**src/rtl/alu_seq_if.sv**
```systemverilog
// Operand/result bundle between the datapath controller and alu_seq.
// The master drives start/ALUop/Ain/Bin; the slave (the ALU) drives result, status and handshake.
interface alu_seq_if #(
   parameter int W = 16
);
   logic         start;
   logic [2:0]   ALUop;
   logic [W-1:0] Ain;
   logic [W-1:0] Bin;
   logic [W-1:0] out;
   logic         Z;
   logic         N;
   logic         V;
   logic         busy;
   logic         done;
   logic         illegal;

   modport master (
      output start, ALUop, Ain, Bin,
      input  out, Z, N, V, busy, done, illegal
   );

   modport slave (
      input  start, ALUop, Ain, Bin,
      output out, Z, N, V, busy, done, illegal
   );
endinterface

```
**src/rtl/alu_seq.sv**
```systemverilog
// alu_seq: registered W-bit ALU with Z/N/V status and a start/busy/done handshake.
// Define ALU_MUL_EN to add the iterative shift-add multiplier (opcode 100, RUN state).
module alu_seq #(
   parameter int W = 16
) (
   input  logic     clk,
   input  logic     reset,
   alu_seq_if.slave bus,
   output logic     dbg_state
);
   localparam logic [2:0] OP_ADD = 3'b000;
   localparam logic [2:0] OP_SUB = 3'b001;
   localparam logic [2:0] OP_AND = 3'b010;
   localparam logic [2:0] OP_NOT = 3'b011;
`ifdef ALU_MUL_EN
   localparam logic [2:0] OP_MUL = 3'b100;
   localparam int         CW     = $clog2(W);
   typedef enum logic {S_IDLE = 1'b0, S_RUN = 1'b1} state_t;
`else
   typedef enum logic {S_IDLE = 1'b0} state_t;
`endif

   state_t       state_q, state_d;
   logic [W-1:0] out_q, out_d;
   logic         z_q, z_d, n_q, n_d, v_q, v_d;
   logic         done_q, done_d, illegal_q, illegal_d;
   logic         upd;
   logic [W-1:0] add_res, sub_res;
   logic         add_v, sub_v;
`ifdef ALU_MUL_EN
   logic [2*W-1:0] a_q, a_d, acc_q, acc_d, acc_nxt;
   logic [W-1:0]   b_q, b_d;
   logic [CW-1:0]  cnt_q, cnt_d;
`endif

   always_comb begin
      add_res = bus.Ain + bus.Bin;
      sub_res = bus.Ain - bus.Bin;
      add_v   = (bus.Ain[W-1] == bus.Bin[W-1]) && (add_res[W-1] != bus.Ain[W-1]);
      sub_v   = (bus.Ain[W-1] != bus.Bin[W-1]) && (sub_res[W-1] != bus.Ain[W-1]);
   end

   // Handshake: start is honoured only while busy=0 (any state other than RUN);
   // done pulses for one cycle when out/Z/N/V/illegal are valid; busy and done never overlap.
   always_comb begin
      state_d   = state_q;
      out_d     = out_q;
      z_d       = z_q;
      n_d       = n_q;
      v_d       = v_q;
      done_d    = 1'b0;
      illegal_d = 1'b0;
      upd       = 1'b0;
`ifdef ALU_MUL_EN
      a_d     = a_q;
      b_d     = b_q;
      acc_d   = acc_q;
      cnt_d   = cnt_q;
      acc_nxt = acc_q + (b_q[0] ? a_q : '0);
`endif
      if (state_q == S_IDLE) begin
         if (bus.start) begin
            done_d = 1'b1;
            case (bus.ALUop)
               OP_ADD: begin out_d = add_res;             v_d = add_v; upd = 1'b1; end
               OP_SUB: begin out_d = sub_res;             v_d = sub_v; upd = 1'b1; end
               OP_AND: begin out_d = bus.Ain & bus.Bin;   v_d = 1'b0;  upd = 1'b1; end
               OP_NOT: begin out_d = ~bus.Bin;            v_d = 1'b0;  upd = 1'b1; end
`ifdef ALU_MUL_EN
               OP_MUL: begin
                  done_d  = 1'b0;
                  a_d     = {{W{1'b0}}, bus.Ain};
                  b_d     = bus.Bin;
                  acc_d   = '0;
                  cnt_d   = '0;
                  state_d = S_RUN;
               end
`endif
               default: illegal_d = 1'b1;
            endcase
         end
      end
`ifdef ALU_MUL_EN
      else begin
         acc_d = acc_nxt;
         a_d   = a_q << 1;
         b_d   = b_q >> 1;
         cnt_d = cnt_q + CW'(1);
         // Last iteration: the result includes this cycle's partial-product add.
         if (cnt_q == CW'(W - 1)) begin
            out_d   = acc_nxt[W-1:0];
            v_d     = |acc_nxt[2*W-1:W];
            upd     = 1'b1;
            done_d  = 1'b1;
            state_d = S_IDLE;
         end
      end
`endif
      if (upd) begin
         z_d = (out_d == '0);
         n_d = out_d[W-1];
      end
   end

   always_ff @(posedge clk) begin
      if (reset) begin
         state_q   <= S_IDLE;
         out_q     <= '0;
         z_q       <= 1'b0;
         n_q       <= 1'b0;
         v_q       <= 1'b0;
         done_q    <= 1'b0;
         illegal_q <= 1'b0;
`ifdef ALU_MUL_EN
         a_q       <= '0;
         b_q       <= '0;
         acc_q     <= '0;
         cnt_q     <= '0;
`endif
      end else begin
         state_q   <= state_d;
         out_q     <= out_d;
         z_q       <= z_d;
         n_q       <= n_d;
         v_q       <= v_d;
         done_q    <= done_d;
         illegal_q <= illegal_d;
`ifdef ALU_MUL_EN
         a_q       <= a_d;
         b_q       <= b_d;
         acc_q     <= acc_d;
         cnt_q     <= cnt_d;
`endif
      end
   end

   assign bus.out     = out_q;
   assign bus.Z       = z_q;
   assign bus.N       = n_q;
   assign bus.V       = v_q;
   assign bus.done    = done_q;
   assign bus.illegal = illegal_q;
   assign dbg_state   = state_q;
`ifdef ALU_MUL_EN
   assign bus.busy    = (state_q == S_RUN);
`else
   assign bus.busy    = 1'b0;
`endif
endmodule

```
**src/flat_wrapper.sv**
```systemverilog
// flat-port wrapper written by rule: the top's interface ports become plain ports
module alu_seq_flat 
#(
   parameter int W = 16
)
  (clk, reset, dbg_state, bus_start, bus_ALUop, bus_Ain, bus_Bin, bus_out, bus_Z, bus_N, bus_V, bus_busy, bus_done, bus_illegal);
  alu_seq_if #(.W(W)) bus_i ();
  input  logic clk;
  input  logic reset;
  output logic dbg_state;
  input wire logic [$bits(bus_i.start)-1:0] bus_start;
  input wire logic [$bits(bus_i.ALUop)-1:0] bus_ALUop;
  input wire logic [$bits(bus_i.Ain)-1:0] bus_Ain;
  input wire logic [$bits(bus_i.Bin)-1:0] bus_Bin;
  output wire logic [$bits(bus_i.out)-1:0] bus_out;
  output wire logic [$bits(bus_i.Z)-1:0] bus_Z;
  output wire logic [$bits(bus_i.N)-1:0] bus_N;
  output wire logic [$bits(bus_i.V)-1:0] bus_V;
  output wire logic [$bits(bus_i.busy)-1:0] bus_busy;
  output wire logic [$bits(bus_i.done)-1:0] bus_done;
  output wire logic [$bits(bus_i.illegal)-1:0] bus_illegal;
  assign bus_i.start = bus_start;
  assign bus_i.ALUop = bus_ALUop;
  assign bus_i.Ain = bus_Ain;
  assign bus_i.Bin = bus_Bin;
  assign bus_out = bus_i.out;
  assign bus_Z = bus_i.Z;
  assign bus_N = bus_i.N;
  assign bus_V = bus_i.V;
  assign bus_busy = bus_i.busy;
  assign bus_done = bus_i.done;
  assign bus_illegal = bus_i.illegal;
  alu_seq #(.W(W)) u_core (.clk(clk), .reset(reset), .bus(bus_i), .dbg_state(dbg_state));
endmodule
```
**config.mk**
```make
export PLATFORM = sky130hd
export DESIGN_NAME = alu_seq_flat
export DESIGN_NICKNAME = d
export VERILOG_FILES = /design/src/rtl/alu_seq_if.sv /design/src/rtl/alu_seq.sv /design/src/flat_wrapper.sv
export SDC_FILE = /design/constraint.sdc
export NUM_CORES = 1
export LEC_CHECK = 0
export ABC_AREA = 1
export BUFFER_PORTS_ARGS = -buffer_cell sky130_fd_sc_hd__buf_4
export CORE_AREA = 2 2 91 93
export CTS_BUF_LIST = sky130_fd_sc_hd__clkbuf_16
export CTS_CLUSTER_SIZE = 40
export DETAILED_ROUTE_END_ITERATION = 8
export DIE_AREA = 0 0 93 95
export GPL_ROUTABILITY_DRIVEN = 0
export PLACE_DENSITY_LB_ADDON = 0.25
export RECOVER_POWER = 100
export SYNTH_ARGS = -nofsm -noshare
export SYNTH_HDL_FRONTEND = slang
export SYNTH_SLANG_ARGS = --single-unit
```
**constraint.sdc**
```tcl
create_clock -name clk -period 2.2 [get_ports clk]
set_clock_uncertainty 0.2 [all_clocks]
set_input_delay 0.33 -clock clk [delete_from_list [all_inputs] [get_ports clk]]
set_output_delay 0.33 -clock clk [all_outputs]
set_load 0.01 [all_outputs]
```
# After elaboration in Yosys (flattened, before gate mapping)
# Cells that the tools add are included.
# totals
wordCells	34
ff_bits	21
out_inout_bits	23
input_bits	38
# classes
reduce_logical	9
n_eq_ne	7
n_mux	7
add_sub_neg	2
n_bitwise	3
# ops
cell	count
16-bit case mux with 4 select lines	1
16-bit adder	1
16-bit bitwise AND	1
16-bit zero test	1
16-bit two-way mux	1
16-bit inverter	1
16-bit subtractor	1
3-bit by 2-bit equality test with 1-bit output, second input constant	2
1-bit two-way mux	4
2-bit OR reduction	2
4-bit OR reduction	1
3-bit by 1-bit equality test with 1-bit output, second input constant	1
3-bit zero test	1
1-bit != test	3
1-bit case mux with 3 select lines	1
3-bit nonzero test	1
1-bit logical AND	2
2-bit AND reduction	1
1-bit equality test	1
1-bit inverter	1

# Longest topological paths before layout
# depth
ltp_word	4
mapped_depth	19
depth_no_buf	19

# Worst setup path after synthesis
# No wires, ideal clock.
# synth_timing
kind	input to register
startpoint	in bus_Bin[0]
endpoint	reg u_core.z_q, in the netlist u_core.bus.Z
path_slack_ns	-0.096
setup_time_ns	0.067
t_arrival_ns	2.029
stages	18
cell_sequence	ha_1 inv_1 fa_1 inv_1 nand2_1 nand2_1 nand3_1 nand2_1 nand3_1 nand2_1 nand2_1 nand3_1 nand3_1 nand2_1 nand3_1 nor2_1 nand2_1 a21oi_2
# synth_between
elab_chain_len	4
word_cells_on_any_way	7
# synth_rtl
element	line	text
start, declared	flat_wrapper.sv:14	input wire logic [$bits(bus_i.Bin)-1:0] bus_Bin;
16-bit subtractor, or another cell as far along	alu_seq.sv:38	sub_res = bus.Ain - bus.Bin;
16-bit case mux with 4 select lines *	alu_seq.sv:64	case (bus.ALUop)
16-bit two-way mux *	alu_seq.sv:62	if (bus.start) begin
16-bit zero test *	alu_seq.sv:100	z_d = (out_d == '0);
end signal, assigned	alu_seq.sv:123	z_q <= z_d;
end, declared	alu_seq.sv:25	logic z_q, z_d, n_q, n_d, v_q, v_d;
# Mark *: on every way between the ends. The rest lies on a longest branch, timed or not.
# A chain may end at the register's enable or synchronous reset.

# Final worst setup path
# Same ends and word-level chain as after synthesis.

==> qor.yml <==
status:
  status: "complete, but fails checks"
  violations: "setup timing"
cells_and_area:
  utilization_pct: 59.1
  stdcell_count: 788
  fill_cells: 774
  syn2layout_area_growth_pct: 51.5
  drive_above_1_share_pct: 35.7
  mostFrequentLayoutCells: "buf_4 (125), nand2_1 (122), inv_1 (74), nand3_1 (68), nor2_1 (50)"
  final_common_cell: "buf_4"
  diodes: 0
  nets: 756
synthesis:
  syn_avg_cell_area_sq_um: 5.67
  async_flop_share_pct: 0
  synth.distinct_cells: 36
  ys_seq_area_share_pct: 13.6
  synth_cells: 545
  synth_seq_cells: 21
  synth-edff-count: 0
  yosysWarnings: 0
  synthesis.area_sq_um: 3090
  synthFlopType: "dfxtp_1"
global_route:
  grt_usage_pct: 24.1
  first_global_vias: 3834
  antenna_found_initial: 0
  overflow: 0
  grt_max_degree: 26
  grt_pass1_wl_um: 17300
sta:
  final_hold_viol_count: 0
  finalSetupTns_ps: -109
  setup_viol: 1
  max_clock_freq_mhz: 433
  setup_slack_ps: -109
  slew_violations: 0
  rsz0062_at_grt: "true"
  post-route-period-util_pct: 105
  fin_crit_ps: 2310
setup_path:
  start_kind: "input port"
  critPathRequiredTime_ps: 2190
  cp_cell_sequence: "buf_6, ha_4, inv_2, fa_2, inv_2, nand2_2, nand2_2, nand3_1, nand3_2, nand3_2, nand2_1, nand2_1, nor2_2, nand2_1, nor2_2, nand3_1, nor2_1, nand2_1, a21oi_2"
  r2r_slack_ps: 420
  arrival_ps: 2300
  reg2reg_to: "u_core.bus.Z"
  worst_path_largest_cell_delay_ps: 400
  crit_type: "input port to flip-flop"
  critPathCaptureType: "flip-flop"
  rr_startpoint: "u_core.bus.out[0]"
  crit_start: "bus_Bin[0]"
  crit_fanout: 3
  cp_slowest_cell: "fa_2"
  rr_worst_depth: 12
  path_common_cell: "nand2_1"
drt:
  drtPass1Iterations: 5
  drc: 0
  vias_per_cell: 5.14
  vias: 4052
  wl_per_cell_um: 13.8
  drtAntennaViolNets: 0
  drt-initial-drc-count: 369
  drt_wl_total_um: 10900
die:
  core_sq_um: 7930
  dieArea_sq_um: 8840
  io_pins: 61
  die_height_um: 95
  die_w_um: 93
  rows: 33
  start_util_pct: 39.0
place:
  hpwl_um: 8560
  port-buffer-count: 58
  placedCellCount: 779
power:
  leakagePower_nw: 2.41
  p_total_mw: 1.86
  peakVddDrop_v: 0.000356
  power_density_nw_per_um2: 397
clock_tree:
  insertion_delay_ps: 250
  path_clk_slew_ps: 60
  cts.sinks: 21
  htreeDepth: 1
  clockBufferDepth: 2
  tritoncts: "yes"
  cts-root-buf: "clkbuf_16"
  cts_inserted_buffers: 3
worst_hold_path:
  holdPathEnd: "u_core.bus.Z"
  hold_start: "reset"
  hp-class: "input port to flip-flop"
  min_path_cells: 2
flow_run:
  cap_viol_max_count: 0
==> cell usage after synthesis (2+ instances only) <==
| master | instances | area share [%] |
|---|---|---|
| nand3_1 | 81 | 13 |
| nand2_1 | 142 | 17 |
| buf_6 | 2 | 0.73 |
| a21oi_1 | 30 | 4.9 |
| o21ai_0 | 14 | 2.3 |
| dfxtp_1 | 21 | 14 |
| nor2_1 | 58 | 7.0 |
| fa_1 | 2 | 1.3 |
| or2_2 | 12 | 2.4 |
| o21bai_1 | 4 | 0.97 |
| buf_2 | 14 | 2.3 |
| a221oi_1 | 7 | 2.0 |
| nand4_1 | 4 | 0.81 |
| nor2_2 | 3 | 0.61 |
| inv_2 | 7 | 0.85 |
| nand3b_1 | 3 | 0.73 |
| buf_4 | 2 | 0.49 |
| o21ai_1 | 2 | 0.32 |
| nor2_4 | 2 | 0.73 |
| ha_1 | 32 | 13 |
| clkbuf_1 | 3 | 0.36 |
| inv_1 | 79 | 9.6 |
| nand3_2 | 2 | 0.65 |
| nor3_1 | 7 | 1.1 |
==> critical path: cells and delay by family <==
kind / cells / cell delay (ps)
buffers and inverters: 3 / 190
adders and majority gates: 2 / 530
and+or+nand+nor: 13 / 1140
AOI/OAI and AO/OA: 1 / 100
==> cell families (layout without fill, tap and decap cells) <==
| kind of cell | count (synthesis) | after routing | share of synthesized area (%) |
|---|---|---|---|
| fa+ha+maj | 34 | 34 | 14.2 |
| compound gates | 61 | 61 | 11.4 |
| flops | 21 | 21 | 13.6 |
| xor+xnor | 1 | 1 | 0.283 |
| simple gates | 320 | 320 | 46.1 |
| other cells | 1 | 2 | 0.121 |
| buf+inv | 107 | 244 | 14.3 |
==> final cells by class <==
class | instances | area [sq um] | share of cell area [%]
clock buffers | 3 | 75.1 | 1.60
well taps | 105 | 131 | 2.80
repair buffers | 154 | 1140 | 24.3
multi-input cells | 418 | 2590 | 55.3
flip-flops and latches | 21 | 420 | 8.97
inverters | 86 | 325 | 6.94
clock inverters | 1 | 5.00 | 0.107
==> registers in the layout, summed over array words and instances (netlist names) <==
signal and flops:
u_core.bus.done 1, u_core.bus.V 1, u_core.bus.illegal 1, u_core.bus.N 1, u_core.bus.Z 1, u_core.bus.out 16
==> metrics by stage <==
step / hold slack [ps] / setup slack [ps] / cell area, sq um
2_1_floorplan: 256 / -24.2 / 3110
3_3_place_gp: 262 / -367 / 4300
3_5_place_dp: 271 / -394 / 4300
4_1_cts: 191 / -97.8 / 4400
5_1_grt: 208 / -217 / 4680
6_report: 192 / -109 / 4680
==> worst max path at each step <==
stage,end,cells past startpoint
after floorplan,u_core.bus.Z,16
after global placement,u_core.bus.Z,16
after detailed placement,u_core.bus.Z,18
after CTS,u_core.bus.Z,16
after global routing,u_core.bus.Z,19
final,u_core.bus.Z,19
==> per-layer routing <==
layer	wire [um]	vias to the layer above	share of wire (%)	GRT usage, %
met1	4650	1843	43	29.7
met4	304	0	2.8	6.50
met3	676	36	6.2	2.08
met2	5250	160	48	44.7
li1	-	2013	-	-
met5	0	-	0	0
==> timing repair <==
item                                    CTS  global route
hold endpoints to repair                  0             0
resized for setup                         7            80
endpoints found under the setup margin    2            11
pin swaps                                 3            22
hold buffers                              0             0
setup buffers                             0             5
==> report_power, final <==
part           total (mW)  switching (mW)  internal (mW)
clock               0.394           0.150          0.244
sequential          0.415          0.0117          0.403
combinational        1.05           0.568          0.484
total                1.86           0.730           1.13
Note: power is estimated with default switching activity, not from simulation.
